[src/rtl/counter_pkg.sv]
// rtl/counter_pkg.sv - shared mode encodings for the up/down counter
//
// Purpose : mode constants and a small helper shared by the counter top.
// Ports   : none (package).
package counter_pkg;

  typedef logic [1:0] mode_t;

  // Encoding 2'b11 is unassigned and behaves as wrap.
  localparam mode_t MODE_WRAP    = 2'b00;
  localparam mode_t MODE_SAT     = 2'b01;
  localparam mode_t MODE_ONESHOT = 2'b10;

  // One-shot is the only mode that latches done on a boundary.
  function automatic logic is_oneshot(input mode_t m);
    return (m == MODE_ONESHOT);
  endfunction

endpackage

[src/rtl/prescaler_tick.sv]
// rtl/prescaler_tick.sv - enable-gated prescaler producing a step tick
//
// Purpose : counts enabled cycles and asserts tick on every prescale+1'th one.
// Ports   : clk      - clock, rising edge
//           rst_n    - synchronous active-low reset
//           en       - count this cycle (hold and load both deasserted)
//           clr      - synchronous clear of the internal count
//           prescale - terminal value; tick when the count reaches it
//           tick     - combinational, high in the cycle the step is due
module prescaler_tick #(
  parameter int PRE_W = 4
) (
  input  logic             clk,
  input  logic             rst_n,
  input  logic             en,
  input  logic             clr,
  input  logic [PRE_W-1:0] prescale,
  output logic             tick
);

  logic [PRE_W-1:0] pre_cnt;
  logic             at_end;

  // >= rather than == so that lowering prescale below the current count
  // ends the period immediately instead of running through wrap-around.
  assign at_end = (pre_cnt >= prescale);
  assign tick   = en && at_end;

  always_ff @(posedge clk) begin
    if (!rst_n) begin
      pre_cnt <= '0;
    end else if (clr) begin
      pre_cnt <= '0;
    end else if (en) begin
      if (at_end) pre_cnt <= '0;
      else        pre_cnt <= pre_cnt + 1'b1;
    end
  end

endmodule

[src/rtl/counter_updn_pro.sv]
// rtl/counter_updn_pro.sv - prescaled up/down counter with wrap/saturate/one-shot
//
// Purpose : bounded 0..limit counter with load, hold, prescaler, terminal
//           count pulse, sticky overflow/underflow flags and one-shot done.
// Ports   : clk, rst_n          - clock and synchronous active-low reset
//           hold                - freeze counter and prescaler
//           up                  - 1 count up, 0 count down
//           mode                - 00 wrap, 01 saturate, 10 one-shot, 11 wrap
//           load, load_val      - synchronous load (clamped to limit)
//           limit               - inclusive upper bound of the count
//           prescale            - step once every prescale+1 enabled cycles
//           clr_flags           - clear ovf/unf (a same-cycle set wins)
//           count, tc, ovf, unf, done - registered outputs
module counter_updn_pro
  import counter_pkg::*;
#(
  parameter int WIDTH = 8,
  parameter int PRE_W = 4
) (
  input  logic             clk,
  input  logic             rst_n,
  input  logic             hold,
  input  logic             up,
  input  logic [1:0]       mode,
  input  logic             load,
  input  logic [WIDTH-1:0] load_val,
  input  logic [WIDTH-1:0] limit,
  input  logic [PRE_W-1:0] prescale,
  input  logic             clr_flags,
  output logic [WIDTH-1:0] count,
  output logic             tc,
  output logic             ovf,
  output logic             unf,
  output logic             done
);

  logic             pre_en;
  logic             tick;
  logic             step;
  logic [WIDTH-1:0] nxt_count;
  logic             up_bnd;
  logic             dn_bnd;
  logic             set_ovf;
  logic             set_unf;

  // Load has priority over hold; either one stops the prescaler.
  assign pre_en = !hold && !load;

  prescaler_tick #(
    .PRE_W (PRE_W)
  ) u_pre (
    .clk      (clk),
    .rst_n    (rst_n),
    .en       (pre_en),
    .clr      (load),
    .prescale (prescale),
    .tick     (tick)
  );

  // A finished one-shot swallows ticks until the next load.
  assign step = tick && !done;

  always_comb begin
    nxt_count = count;
    up_bnd    = 1'b0;
    dn_bnd    = 1'b0;
    if (up) begin
      if (count >= limit) begin
        up_bnd = 1'b1;
        if (mode == MODE_SAT || mode == MODE_ONESHOT) nxt_count = limit;
        else                                          nxt_count = '0;
      end else begin
        nxt_count = count + 1'b1;
      end
    end else begin
      if (count > limit) begin
        // limit was lowered under the count: pull back in range, no boundary
        nxt_count = limit;
      end else if (count == '0) begin
        dn_bnd = 1'b1;
        if (mode == MODE_SAT || mode == MODE_ONESHOT) nxt_count = '0;
        else                                          nxt_count = limit;
      end else begin
        nxt_count = count - 1'b1;
      end
    end
  end

  assign set_ovf = step && up_bnd;
  assign set_unf = step && dn_bnd;

  always_ff @(posedge clk) begin
    if (!rst_n) begin
      count <= '0;
      tc    <= 1'b0;
      ovf   <= 1'b0;
      unf   <= 1'b0;
      done  <= 1'b0;
    end else begin
      tc  <= 1'b0;
      // set dominates a simultaneous clear
      ovf <= set_ovf || (ovf && !clr_flags);
      unf <= set_unf || (unf && !clr_flags);
      if (load) begin
        count <= (load_val > limit) ? limit : load_val;
        done  <= 1'b0;
      end else if (step) begin
        count <= nxt_count;
        tc    <= up_bnd || dn_bnd;
        if ((up_bnd || dn_bnd) && is_oneshot(mode)) done <= 1'b1;
      end
    end
  end

endmodule

[config.mk]
export PLATFORM = sky130hd
export DESIGN_NAME = counter_updn_pro
export DESIGN_NICKNAME = d
export VERILOG_FILES = /design/src/rtl/counter_pkg.sv /design/src/rtl/prescaler_tick.sv /design/src/rtl/counter_updn_pro.sv
export SDC_FILE = /design/constraint.sdc
export NUM_CORES = 1
export LEC_CHECK = 0
export ABC_AREA = 1
export CORE_UTILIZATION = 58
export DETAILED_ROUTE_END_ITERATION = 8
export GPL_TIMING_DRIVEN = 0
export PLACE_DENSITY = 0.87
export SLEW_MARGIN = 40
export SYNTH_ARGS = -nofsm -noshare
export SYNTH_HDL_FRONTEND = slang
export SYNTH_SLANG_ARGS = --single-unit
[constraint.sdc]
create_clock -name clk -period 3.3 [get_ports clk]
set_input_delay 0.66 -clock clk [delete_from_list [all_inputs] [get_ports clk]]
set_output_delay 0.66 -clock clk [all_outputs]
set_load 0.03 [all_outputs]
Word level (Yosys, flattened, before mapping)
Cells that the tools add are included.
{"block": "classes", "n_addsub": 3, "magnitude_cmp": 4, "eq_ne": 2, "mux": 15, "bitwise": 2, "n_reduce_logical": 21}
{"operator": "8-bit 2-to-1 mux", "n": 9}
{"operator": "8-bit greater-than comparator", "n": 2}
{"operator": "8-bit by 1-bit adder with 8-bit output, second input constant", "n": 1}
{"operator": "8-bit >= comparator", "n": 1}
{"operator": "1-bit logical AND", "n": 8}
{"operator": "8-bit zero test", "n": 1}
{"operator": "8-bit by 1-bit subtractor with 8-bit output, second input constant", "n": 1}
{"operator": "1-bit 2-to-1 mux", "n": 5}
{"operator": "4-bit by 1-bit adder with 4-bit output, second input constant", "n": 1}
{"operator": "4-bit >= comparator", "n": 1}
{"operator": "1-bit zero test", "n": 4}
{"operator": "1-bit logical OR", "n": 4}
{"operator": "4-bit 2-to-1 mux", "n": 1}
{"operator": "3-bit OR reduction", "n": 1}
{"operator": "2-bit by 1-bit equality test with 1-bit output, second input constant", "n": 1}
{"operator": "2-bit equality test, second input constant", "n": 1}
{"operator": "1-bit NOT", "n": 2}
{"operator": "2-bit AND reduction", "n": 1}
{"operator": "2-bit nonzero test", "n": 1}
{"operator": "2-bit OR reduction", "n": 1}
{"block": "totals", "regBits": 16, "in_bits": 28, "output_inout_bits": 12, "elab_cells": 53}

Longest topological paths before layout
Gate-level depths: netlist of run 1.
{"block": "logic_depth", "word_depth": 8, "mapped_depth": 16, "depth_no_buf": 16}

Cells and area by module
A second synthesis of run 1 with hierarchy kept.
{"block": "unflattened", "cells_unflattened": 363, "hier_area_um2": 2255.9}
{"module": "counter_updn_pro", "instances": 1, "cells_each": 317, "area_per_inst_um2": 1911.8, "seq_area_each_um2": 240.2}
{"module": "prescaler_tick", "instances": 1, "cells_each": 46, "area_per_inst_um2": 344.1, "seq_area_each_um2": 80.1}

Worst setup path before layout of run 1
OpenSTA, ideal clock, no wires.
{"block": "synth_path", "kind": "input port to flip-flop", "from": "input limit[7]", "to": "register count[7]", "setup_time_ns": 0.067, "t_arrival_ns": 1.989, "required_time_ns": 3.233, "path_slack_ns": 1.245, "cell_stages": 10, "path_buffers": 0, "cell_sequence": "inv_1 > ha_1 > a21o_1 > nor2_8 > nand3_2 > a21oi_1 > nand2_1 > nand2_1 > nand2_1 > a21oi_2"}
{"block": "synth_between", "elab_chain_len": 6, "elab_cells_between_ends": 12, "classes_between": "3 x order compare; 9 x mux"}
{"item": "start: declaration", "line": "counter_updn_pro.sv:27", "source": "input logic [WIDTH-1:0] limit,"}
{"item": "branches (longest 5 deep; another with 8-bit greater-than comparator)"}
{"item": "8-bit 2-to-1 mux (*)", "line": "counter_updn_pro.sv:104", "source": "if (load) begin"}
{"item": "end signal: assignment", "line": "counter_updn_pro.sv:105", "source": "count <= (load_val > limit) ? limit : load_val;"}
{"item": "end signal: assignment", "line": "counter_updn_pro.sv:108", "source": "count <= nxt_count;"}
{"item": "end: declaration", "line": "counter_updn_pro.sv:30", "source": "output logic [WIDTH-1:0] count,"}
Mark *: on every way between the ends. The select of a mux whose other input is x is not followed.
A chain may end at the register's enable or synchronous reset.

Worst setup path after layout of run 1
{"block": "layout_path", "from": "input limit[6]", "to": "register count[7]"}
{"block": "layout_between", "elab_chain_len": 5, "elab_cells_between_ends": 9, "classes_between": "3 x order compare; 6 x mux"}
{"item": "8-bit greater-than comparator / 8-bit >= comparator (equally long branches)", "line": "counter_updn_pro.sv:76, counter_updn_pro.sv:68"}
{"item": "8-bit 2-to-1 mux, on equally long branches", "line": "counter_updn_pro.sv:76, counter_updn_pro.sv:68"}
{"item": "8-bit 2-to-1 mux", "line": "counter_updn_pro.sv:67", "source": "if (up) begin"}
{"item": "8-bit 2-to-1 mux", "line": "counter_updn_pro.sv:107", "source": "end else if (step) begin"}
{"item": "8-bit 2-to-1 mux (*)", "line": "counter_updn_pro.sv:104"}
Mark *: on every way between the ends. The rest lies on a longest branch, timed or not. The select of a mux whose other input is x is not followed.

==> results of run 1 <==
-- flip-flops by register name, indices dropped and copies added, names as in the netlist --
register / cells
done: 1
tc: 1
unf: 1
ovf: 1
count: 8
u_pre.pre_cnt: 4
-- cell usage in the layout, fill, tap and decap left out, drive strengths merged --
cell type	netlist	layout
a211oi	1	1
a21o	1	1
a21oi	28	28
buf	8	8
clkbuf	2	6
clkdlybuf4s50	0	39
clkinv	2	2
dfxtp	16	16
ha	25	25
inv	45	45
nand2	98	98
nand3	51	51
nand4	15	15
nor2	38	38
nor3	2	2
o211ai	1	1
o21a	4	4
o21ai	18	18
or2	2	2
xnor2	1	1
xor2	5	5
-- worst max-delay path, cell delays in order --
cell	delay, ns
clkdlybuf4s50_1	0.54
inv_1	0.12
ha_1	0.29
nand2_1	0.10
nor2_4	0.17
nand2_2	0.18
nand2_4	0.21
nand2_8	0.10
nand2_1	0.08
nand2_1	0.06
nand2_1	0.06
nand2_1	0.08
nand2_1	0.08
a21oi_2	0.06
-- Yosys cell counts (all sizes together) (2+ instances only) --
| cell | n | share of area, % |
|---|---|---|
| clkbuf | 2 | 0.33 |
| buf | 8 | 3.1 |
| clkinv | 2 | 0.33 |
| o21a | 4 | 1.3 |
| ha | 25 | 14 |
| o21ai | 18 | 4.0 |
| nor3 | 2 | 0.45 |
| dfxtp | 16 | 14 |
| xor2 | 5 | 2.0 |
| nor2 | 38 | 8.9 |
| inv | 45 | 7.5 |
| or2 | 2 | 0.56 |
| nand2 | 98 | 18 |
| nand4 | 15 | 5.1 |
| a21oi | 28 | 7.4 |
| nand3 | 51 | 12 |
-- metal layers --
metal / GRT usage, % / up-vias
met5: 0 / -
met4: 7.22 / 0
met3: 5.00 / 8
met2: 52.9 / 117
met1: 42.1 / 1164
li1: - / 1290
-- area by class of cell --
| class | instances | area (um2) | area share (%) |
|---|---|---|---|
| Timing Repair Buffer | 39 | 390 | 14.2 |
| Clock buffer | 4 | 55.1 | 2.00 |
| Tap cell | 48 | 60.1 | 2.18 |
| Inverter | 47 | 176 | 6.42 |
| Multi-Input combinational cell | 290 | 1670 | 60.7 |
| Sequential cell | 16 | 320 | 11.7 |
| Buffer | 10 | 77.6 | 2.82 |
-- how the worst min path moves through the flow --
stage / startpoint / end / slack (ns) / depth (start not counted)
final: unf / unf / 0.47 / 2
after floorplan: u_pre.pre_cnt[1] / u_pre.pre_cnt[1] / 0.46 / 2
after detailed placement: done / done / 0.46 / 2
after global placement: ovf / ovf / 0.46 / 2
after CTS: unf / unf / 0.47 / 2
after global routing: unf / unf / 0.49 / 2
-- cell families after synthesis --
logic type	count (synthesis)
AOI/OAI and AO/OA	53
DFF	16
and+or+nand+nor	206
xor gates and xnor gates	6
adders and majority gates	25
buffers and inverters	57
-- through the flow --
stage          cell area, um2  hold slack (ns)
3_3_place_gp             2690            0.456
4_1_cts                  2750            0.471
6_report                 2750            0.468
3_5_place_dp             2690            0.462
2_1_floorplan            2240            0.465
5_1_grt                  2750            0.491
-- power by group through the flow --
stage                     registers, mW  logic [mW]  clock network, mW
after floorplan                   0.242       0.317                  0
after global placement            0.227       0.453                  0
after detailed placement          0.228       0.463                  0
after CTS                         0.224       0.466              0.178
after global routing              0.226       0.524              0.192
final                             0.224       0.473              0.182
==> reports/qor.tcl, run 1 <==
set qor(area.growth.synth_to_final_pct) 22.5
set qor(filler_cell_count) 315
set qor(placed_cells) 450
set qor(number_of_enable_type_register_cells_in_the_synthesized_netlist) 0
set qor(drt_first_pass_iters) 5
set qor(path_class) {input pin to register}
set qor(cts.repair_timing.setup_buffer_count) 0
set qor(cts_inserted_buffers) 3
set qor(vias) 2579
set qor(worstSetupStartpoint) {limit[6]}
set qor(worst_ep_arrival_time_ns) 2.80
set qor(synth_top_family_by_area) {simple AND/OR/NAND/NOR gates}
set qor(io_pins) 40
set qor(setup_ws_ns) 0.651
set qor(htree_levels) 1
set qor(final_period_minus_worst_setup_slack_ns) 2.65
set qor(wl_met1_um) 2640
set qor(synthFlopType) {dfxtp_1}
set qor(floorplan.rows) 22
set qor(die_x_um) 64.2
set qor(transition_time_at_the_pin_with_the_least_slew_margin_ns) 0.465
set qor(synth-warning-count) 0
set qor(tritoncts_clock_tree) {done}
set qor(synth_seq_area_share_pct) 14.3
set qor(postRouteWirelength_um) 6120
set qor(drt_first_iter_violations) 285
set qor(worst_slew_margin_rel_pct) 69.0
set qor(holdBufCountCts) 0
set qor(vias_per_cell) 5.68
set qor(cts.reportedPaths.clkPinSlew_ns) 0.07
set qor(crit_path_max_fanout) 10
set qor(grtUsageTotal_pct) 31.6
set qor(tns_ns) 0
set qor(total_internal_power_uw) 499
set qor(final-instance-count-excl-fill) 454
set qor(power.sequential.fraction_pct) 25.5
set qor(min-delay-path-class) {register to register}
set qor(rsz0062_at_grt) {no}
set qor(comb_power_share_pct) 53.8
set qor(fin_nets) 460
set qor(ff2ff_path_depth) 16
set qor(port-buffer-count) 39
set qor(rr_startpoint) {count[0]}
set qor(mappedNetlistArea_mm2) 0.00224
set qor(postCtsResizedCells) 0
set qor(r2r_setup_slack_ns) 1.11
set qor(status) {complete, no violations}
set qor(pin_count_of_the_biggest_net_entering_global_routing) 11
set qor(worst_r2r_endpoint) {count[7]}
set qor(p_total_uw) 878
set qor(worst_ep_required_time_ns) 3.45
set qor(clock_skew_ns) 0.00497
set qor(drc) 0
set qor(endpoint) {count[7]}
set qor(finalCoreUtilization_pct) 74.5
set qor(startpoint_type) {input pin}
set qor(core-area_mm2) 0.00369
set qor(timing.final.max_slew_violations) 0
set qor(setup-violations-final) 0
set qor(syn_area_per_cell_um2) 6.18
set qor(overall_die_area_mm2) 0.00412
set qor(cellPowerDensity_mw_per_mm2) 320
set qor(placement.setup.worst_slack_ns) 0.425
set qor(synth_instances) 363
set qor(asyncSetResetFlopFracSynth_pct) 0
set qor(antenna_violating_nets_post_route) 0
set qor(power.share.switching_pct) 43.2
set qor(netSwitchingPower_uw) 379
set qor(grt.overflow.total) 0
set qor(clk_latency_ns) 0.26
set qor(cts_sinks) 16
set qor(gpl.final_weighted_congestion) 0.936
set qor(p_leak_nw) 1.36
set qor(power.ir.vdd_worst_v) 0.000206
set qor(timing.final.crit_share_pct) 80.3
set qor(maxCapViolations) 0
set qor(yosys.cell_types.count) 34
set qor(achievable-frequency_mhz) 378
set qor(synth_xor_xnor_area_share_pct) 2.34
set qor(detailed_route_wire_length_per_cell_um) 13.5
set qor(wl_met2_um) 2860
set qor(syn_nets) 416
set qor(clock_tree.buffer_depth) 2
set qor(grt_pass1_vias) 2319
set qor(synth-adder-area-share_pct) 13.9
set qor(synth.ff_latch_count) 16
set qor(clock_power_share_pct) 20.7
set qor(yosys.area_share.simple_pct) 44.3
set qor(timing.critical_path.to_type) {register}
set qor(met3_length_um) 536
set qor(global_route_wire_length_before_repair_um) 10400
set qor(layout-drive-gt1-share_pct) 8.87
set qor(diodes) 0
set qor(yosys-mux-area-fraction_pct) 0
set qor(grt_antenna_before_repair) 0
set qor(dp_hpwl_um) 4800
set qor(hold_violations) 0
set qor(topRoutingLayerUsed) {met4}
set qor(buffer_cell_driving_the_clock_tree_root) {clkbuf_8}
set qor(synth-compound-area-share_pct) 13.8
set qor(effective_utilization_at_floorplan_pct) 60.8
set qor(fp.dieH_um) 64.2
Note: power is estimated with default switching activity, not from simulation.
==> run 2, diff against run 1 <==
- CORE_UTILIZATION: 58 -> 54
- PLACE_DENSITY: 0.87 -> 0.82
- clock period: 3.3 -> 2.8 ns (I/O delays scaled with it)
==> run 2 against run 1 <==
Sequential power rose by 18%. Critical path depth did not move. Wire length fell by 6.5%. Setup slack got worse by 0.44 ns. Largest cell class unchanged. Via count fell by 3.8%. First-iteration DRC count fell by 33%. Clock skew fell by 0.0044 ns. Critical endpoint is now count[0]. Cell count rose by 0.44%. Clock power rose by 13%. Design area barely moved. Sequential share of layout area barely moved.
==> reports/qor.tcl, run 2 (synthesized netlist as in run 1, its figures left out) <==
set qor(stdcell_area_mm2) 0.00275 ;# about the same
set qor(critPathMaxStageDelay_ns) 0.50 ;# -0.04 ns
set qor(timing.final.crit_share_pct) 92.3
set qor(cts.repair_timing.setup_buffer_count) 0 ;# unchanged
set qor(cellPowerDensity_mw_per_mm2) 370 ;# +16%
set qor(layout-drive-gt1-share_pct) 8.87 ;# unchanged
set qor(grt_antenna_before_repair) 0 ;# unchanged
set qor(effective_utilization_at_floorplan_pct) 56.1 ;# -4.7 points
set qor(maxCapViolations) 0 ;# unchanged
set qor(transition_time_at_the_pin_with_the_least_slew_margin_ns) 0.495 ;# +0.0297 ns
set qor(vias) 2481 ;# -3.8%
set qor(most_common_library_cell_in_the_layout_ignoring_fill_and_taps) {nand2_1}
set qor(fp.dieH_um) 66.5 ;# +3.5%
set qor(drt_first_pass_iters) 5 ;# unchanged
set qor(timing.critical_path.to_type) {register}
set qor(timing.final.max_slew_violations) 0 ;# unchanged
set qor(timing.critical_path.max_delay_family) {simple AND/OR/NAND/NOR gates}
set qor(overall_die_area_mm2) 0.00442 ;# +7.2%
set qor(achievable-frequency_mhz) 387
set qor(diodes) 0 ;# unchanged
set qor(worstPathBufferInverterCount) 2 ;# unchanged
set qor(rsz0062_at_grt) {no}
set qor(netSwitchingPower_uw) 430 ;# +13%
set qor(power.share.switching_pct) 42.3 ;# -0.93 points
set qor(vias_per_cell) 5.44 ;# -4.2%
set qor(crit_path_max_fanout) 10 ;# unchanged
set qor(worst_ep_arrival_time_ns) 2.77 ;# -0.03 ns
set qor(postCtsResizedCells) 0 ;# unchanged
set qor(largest_register_ff_count) 8 ;# unchanged
set qor(clock_tree.buffer_depth) 2 ;# unchanged
set qor(filler_cell_count) 372 ;# +18%
set qor(tns_ns) 0 ;# unchanged
set qor(comb_power_share_pct) 53.7 ;# about the same
set qor(final_period_minus_worst_setup_slack_ns) 2.58
set qor(p_leak_nw) 1.36 ;# unchanged
set qor(setup-violations-final) 0 ;# unchanged
set qor(min-delay-path-class) {register to register}
set qor(startpoint_type) {input pin}
set qor(detailed_route_wire_length_per_cell_um) 12.6 ;# -6.9%
set qor(clock_power_share_pct) 20.3 ;# -0.4 points
set qor(total_internal_power_uw) 587 ;# +18%
set qor(pin_count_of_the_biggest_net_entering_global_routing) 11 ;# unchanged
set qor(htree_levels) 1 ;# unchanged
set qor(io_pins) 40 ;# unchanged
set qor(antenna_violating_nets_post_route) 0 ;# unchanged
set qor(buffer_cell_driving_the_clock_tree_root) {clkbuf_8}
set qor(status) {complete, no violations}
set qor(drc) 0 ;# unchanged
set qor(drt_first_iter_violations) 190 ;# -33%
set qor(dp_hpwl_um) 4670 ;# -2.6%
set qor(hold_violations) 0 ;# unchanged
set qor(grtUsageTotal_pct) 26.9 ;# -4.7 points
set qor(worst_slew_margin_rel_pct) 67.0 ;# -2.0 points
set qor(floorplan.rows) 23 ;# +4.5%
set qor(cts_sinks) 16 ;# unchanged
set qor(grt_pass1_vias) 2097 ;# -9.6%
set qor(gpl.final_weighted_congestion) 0.861 ;# -8.0%
set qor(postRouteWirelength_um) 5720 ;# -6.5%
set qor(path_class) {input pin to register}
set qor(port-buffer-count) 39 ;# unchanged
set qor(placed_cells) 452 ;# +0.44%
set qor(area.growth.synth_to_final_pct) 22.6 ;# about the same
set qor(commonest_cells_after_routing_fill_and_taps_aside) {nand2_1, nand3_1, inv_1, clkdlybuf4s50_1, nor2_1}
set qor(power.ir.vdd_worst_v) 0.000237 ;# +15%
set qor(critical-path-slowest-cell) {clkdlybuf4s50_1}
set qor(reg_top3) {count (8), u_pre.pre_cnt (4)}
set qor(largest_register) {count}
set qor(cp_most_frequent_cell) {nand2_1}
set qor(grt.overflow.total) 0 ;# unchanged
set qor(power.sequential.fraction_pct) 26.1 ;# +0.6 points
set qor(fin_nets) 460 ;# unchanged
set qor(post_dp_cell_area_mm2) 0.00270 ;# about the same
set qor(final-instance-count-excl-fill) 456 ;# +0.44%
set qor(die_x_um) 66.5 ;# +3.5%
set qor(tritoncts_clock_tree) {done}
set qor(holdBufCountCts) 0 ;# unchanged
set qor(core-area_mm2) 0.00400 ;# +8.4%
set qor(cts_inserted_buffers) 3 ;# unchanged
set qor(clock_skew_ns) 0.000541 ;# -0.00443 ns
set qor(worst_ep_required_time_ns) 2.99 ;# -0.46 ns
set qor(global_route_wire_length_before_repair_um) 9300 ;# -10%
set qor(cts.reportedPaths.clkPinSlew_ns) 0.06 ;# about the same
set qor(clk_latency_ns) 0.25 ;# about the same
set qor(timing.critical_path.cells) {clkdlybuf4s50_1 > inv_1 > ha_1 > nand2_1 > nand2_1 > nand2_1 > nand2_1 > nand2_2 > nand3_2 > o21ai_1 > nand3_1 > nand2_1 > nand2_1 > a21oi_2}
[run 2: cell counts in the layout (fill, tap and decap cells not counted)]
No cell type changed its count.
[run 2: cell type report]
class / count / area, um2 / share of cell area (%)
Sequential cell: 16 / 320 / 11.6
Multi-Input combinational cell: 290 / 1670 / 60.7
Tap cell: 50 / 62.6 / 2.27
Buffer: 10 / 77.6 / 2.82
Inverter: 47 / 176 / 6.41
Clock buffer: 4 / 55.1 / 2.00
Timing Repair Buffer: 39 / 390 / 14.2
[run 2: worst paths after layout]
| check | start | endpoint | slack [ns] | depth (start not counted) |
|---|---|---|---|---|
| setup / recovery | limit[1] | count[0] | 0.22 | 14 |
| hold / removal | ovf | ovf | 0.47 | 2 |
| setup reg to reg | count[1] | count[0] | 0.66 | 12 |
| hold reg to reg | ovf | ovf | 0.47 | 2 |
[run 2: through the flow]
stage | total power, mW | setup WS (ns) | hold WS (ns) | util (%)
4_1_cts | 1.02 | 0.271 | 0.470 | 68.8
3_3_place_gp | 0.799 | 0.0653 | 0.454 | 67.4
6_report | 1.02 | 0.216 | 0.467 | 68.8
5_1_grt | 1.09 | 0.0651 | 0.490 | 68.8
3_5_place_dp | 0.808 | 0.0186 | 0.458 | 67.4
2_1_floorplan | 0.658 | 0.843 | 0.465 | -
[run 2: per-layer routing]
layer	up-vias	track usage, %	part of all wire, %
li1	1293	-	-
met1	1082	37.0	46
met2	98	44.1	46
met3	8	3.42	6.5
met4	0	6.12	0.87
met5	-	0	0
[run 2: power groups by stage]
stage / sequential, mW / combinational, mW / clock (mW)
after detailed placement: 0.269 / 0.540 / 0
after floorplan: 0.285 / 0.373 / 0
final: 0.265 / 0.546 / 0.206
after global placement: 0.268 / 0.532 / 0
after CTS: 0.264 / 0.542 / 0.211
after global routing: 0.267 / 0.606 / 0.217
[run 2: worst register-to-register path, delay by kind of cell (launching register included)]
family | cells | cell delay [ns]
adders and majority gates | 1 | 0.34
and+or+nand+nor | 9 | 0.95
DFF | 1 | 0.51
AOI/OAI and AO/OA | 2 | 0.26
==> run 3, diff against run 2 <==
- PLACE_DENSITY: 0.82 -> default
- PLACE_DENSITY_LB_ADDON: default -> 0.1
==> run 3 against run 2 <==
Via count is 2.3% higher. Register-to-register slack hardly changed. Hold slack better by 0.0020 ns. Cell count stayed put.
==> reports/qor.tcl, run 3 (synthesized netlist as in run 1, its figures left out) <==
set qor(vias_per_cell) 5.57 ;# +2.3%
set qor(grt_pass1_vias) 2209 ;# +5.3%
set qor(grt.overflow.total) 0 ;# unchanged
set qor(transition_time_at_the_pin_with_the_least_slew_margin_ns) 0.509 ;# +0.0146 ns
set qor(holdBufCountCts) 0 ;# unchanged
set qor(timing.critical_path.max_delay_family) {simple AND/OR/NAND/NOR gates}
set qor(startpoint_type) {input pin}
set qor(diodes) 0 ;# unchanged
set qor(clk_latency_ns) 0.25 ;# about the same
set qor(fin_nets) 460 ;# unchanged
set qor(pin_count_of_the_biggest_net_entering_global_routing) 11 ;# unchanged
set qor(largest_register_ff_count) 8 ;# unchanged
set qor(fp.dieH_um) 66.5 ;# unchanged
set qor(floorplan.rows) 23 ;# unchanged
set qor(detailed_route_wire_length_per_cell_um) 13.1 ;# +4.1%
set qor(grt_antenna_before_repair) 0 ;# unchanged
set qor(layout-drive-gt1-share_pct) 8.87 ;# unchanged
set qor(drc) 0 ;# unchanged
set qor(timing.critical_path.cells) {clkdlybuf4s50_1 > inv_1 > ha_1 > nand2_1 > nor2_4 > nand4_4 > nand3_2 > o21ai_1 > nand3_1 > nand2_1 > nand2_1 > a21oi_2}
set qor(grtUsageTotal_pct) 28.8 ;# +1.9 points
set qor(postRouteWirelength_um) 5960 ;# +4.1%
set qor(port-buffer-count) 39 ;# unchanged
set qor(reg_top3) {count (8), u_pre.pre_cnt (4)}
set qor(crit_path_max_fanout) 10 ;# unchanged
set qor(status) {complete, no violations}
set qor(placed_cells) 452 ;# unchanged
set qor(cp_most_frequent_cell) {nand2_1}
set qor(final_period_minus_worst_setup_slack_ns) 2.59 ;# +0.00646 ns
set qor(antenna_violating_nets_post_route) 0 ;# unchanged
set qor(overall_die_area_mm2) 0.00442 ;# unchanged
set qor(gpl.final_weighted_congestion) 0.927 ;# +7.7%
set qor(drt_first_iter_violations) 218 ;# +15%
set qor(cts.reportedPaths.clkPinSlew_ns) 0.07 ;# about the same
set qor(timing.final.max_slew_violations) 0 ;# unchanged
set qor(core-area_mm2) 0.00400 ;# unchanged
set qor(timing.final.crit_share_pct) 92.5 ;# +0.23 points
set qor(effective_utilization_at_floorplan_pct) 56.1 ;# unchanged
set qor(p_leak_nw) 1.36 ;# unchanged
set qor(htree_levels) 1 ;# unchanged
set qor(maxCapViolations) 0 ;# unchanged
set qor(timing.critical_path.to_type) {register}
set qor(die_x_um) 66.5 ;# unchanged
set qor(dp_hpwl_um) 4730 ;# +1.3%
set qor(critical-path-slowest-cell) {clkdlybuf4s50_1}
set qor(critPathMaxStageDelay_ns) 0.52 ;# +0.02 ns
set qor(cts.repair_timing.setup_buffer_count) 0 ;# unchanged
set qor(setup-violations-final) 0 ;# unchanged
set qor(clock_tree.buffer_depth) 2 ;# unchanged
set qor(final-instance-count-excl-fill) 456 ;# unchanged
set qor(commonest_cells_after_routing_fill_and_taps_aside) {nand2_1, nand3_1, inv_1, clkdlybuf4s50_1, nor2_1}
set qor(global_route_wire_length_before_repair_um) 9980 ;# +7.3%
set qor(drt_first_pass_iters) 6 ;# +1
set qor(achievable-frequency_mhz) 386 ;# -0.25%
set qor(io_pins) 40 ;# unchanged
set qor(finalCoreUtilization_pct) 68.8 ;# unchanged
set qor(filler_cell_count) 393 ;# +5.6%
set qor(most_common_library_cell_in_the_layout_ignoring_fill_and_taps) {nand2_1}
set qor(hold_violations) 0 ;# unchanged
set qor(area.growth.synth_to_final_pct) 22.6 ;# unchanged
set qor(tritoncts_clock_tree) {done}
set qor(rsz0062_at_grt) {no}
set qor(postCtsResizedCells) 0 ;# unchanged
set qor(worstPathBufferInverterCount) 2 ;# unchanged
set qor(r2r_setup_slack_ns) 0.67 ;# about the same
set qor(final.hold.worst_slack_ns) 0.469 ;# +0.00204 ns
set qor(largest_register) {count}
set qor(power.ir.vdd_worst_v) 0.000192 ;# -19%
set qor(stdcell_area_mm2) 0.00275 ;# unchanged
set qor(vias) 2539 ;# +2.3%
set qor(path_class) {input pin to register}
set qor(buffer_cell_driving_the_clock_tree_root) {clkbuf_8}
set qor(worst_ep_arrival_time_ns) 2.74 ;# -0.03 ns
set qor(cellPowerDensity_mw_per_mm2) 374 ;# +1.2%
set qor(post_dp_cell_area_mm2) 0.00270 ;# unchanged
set qor(cts_inserted_buffers) 3 ;# unchanged
set qor(cts_sinks) 16 ;# unchanged
set qor(worst_slew_margin_rel_pct) 66.1 ;# -0.97 points
set qor(min-delay-path-class) {register to register}
set qor(clock_skew_ns) 0.00103 ;# +0.000486 ns
set qor(worst_ep_required_time_ns) 2.94 ;# -0.05 ns
set qor(tns_ns) 0 ;# unchanged
## run 3: cell counts in the layout (fill, tap and decap cells not counted)
No cell type changed its count.
## run 3: power breakdown
| part | switching (mW) | internal, mW | leakage [nW] |
|---|---|---|---|
| Sequential | 0.0239 | 0.241 | 0.131 |
| Clock | 0.0873 | 0.125 | 0.0288 |
| Combinational | 0.330 | 0.222 | 1.20 |
| Total | 0.441 | 0.588 | 1.36 |
## run 3: final cells by class
| class | instances | area (um2) | area share, % |
|---|---|---|---|
| inverter | 47 | 176 | 6.41 |
| tap | 50 | 62.6 | 2.27 |
| clock buffer | 4 | 55.1 | 2.00 |
| timing repair buffer | 39 | 390 | 14.2 |
| buffer | 10 | 77.6 | 2.82 |
| sequential | 16 | 320 | 11.6 |
| multi-input combinational | 290 | 1670 | 60.7 |
## run 3: worst reg2reg max path: cells and delay by family, from the launching register on
kind / cells / cell delay [ns]
AO/OA/AOI/OAI: 1 / 0.13
adder cells (fa/ha/maj): 1 / 0.22
buffers and inverters: 2 / 0.26
flip-flops: 1 / 0.50
AND/OR/NAND/NOR: 11 / 0.97
## run 3: per-stage QoR
step	total power [mW]	worst slack, ns
2_1_floorplan	0.658	0.843
3_3_place_gp	0.804	0.0409
3_5_place_dp	0.811	0.0193
4_1_cts	1.02	0.259
5_1_grt	1.11	0.0792
6_report	1.03	0.210
## run 3: per-layer routing
layer | global-route usage, % | up-vias | part of all wire [%]
li1 | - | 1289 | -
met4 | 5.05 | 0 | 1.2
met3 | 3.25 | 8 | 7.7
met5 | 0 | - | 0
met1 | 38.8 | 1127 | 44
met2 | 49.2 | 115 | 47
## run 3: path summary, 6_finish.rpt
kind,from,to,depth (start not counted)
setup / recovery,limit[7],count[1],12
hold / removal,ovf,ovf,2
setup reg to reg,count[0],count[4],15
hold reg to reg,ovf,ovf,2
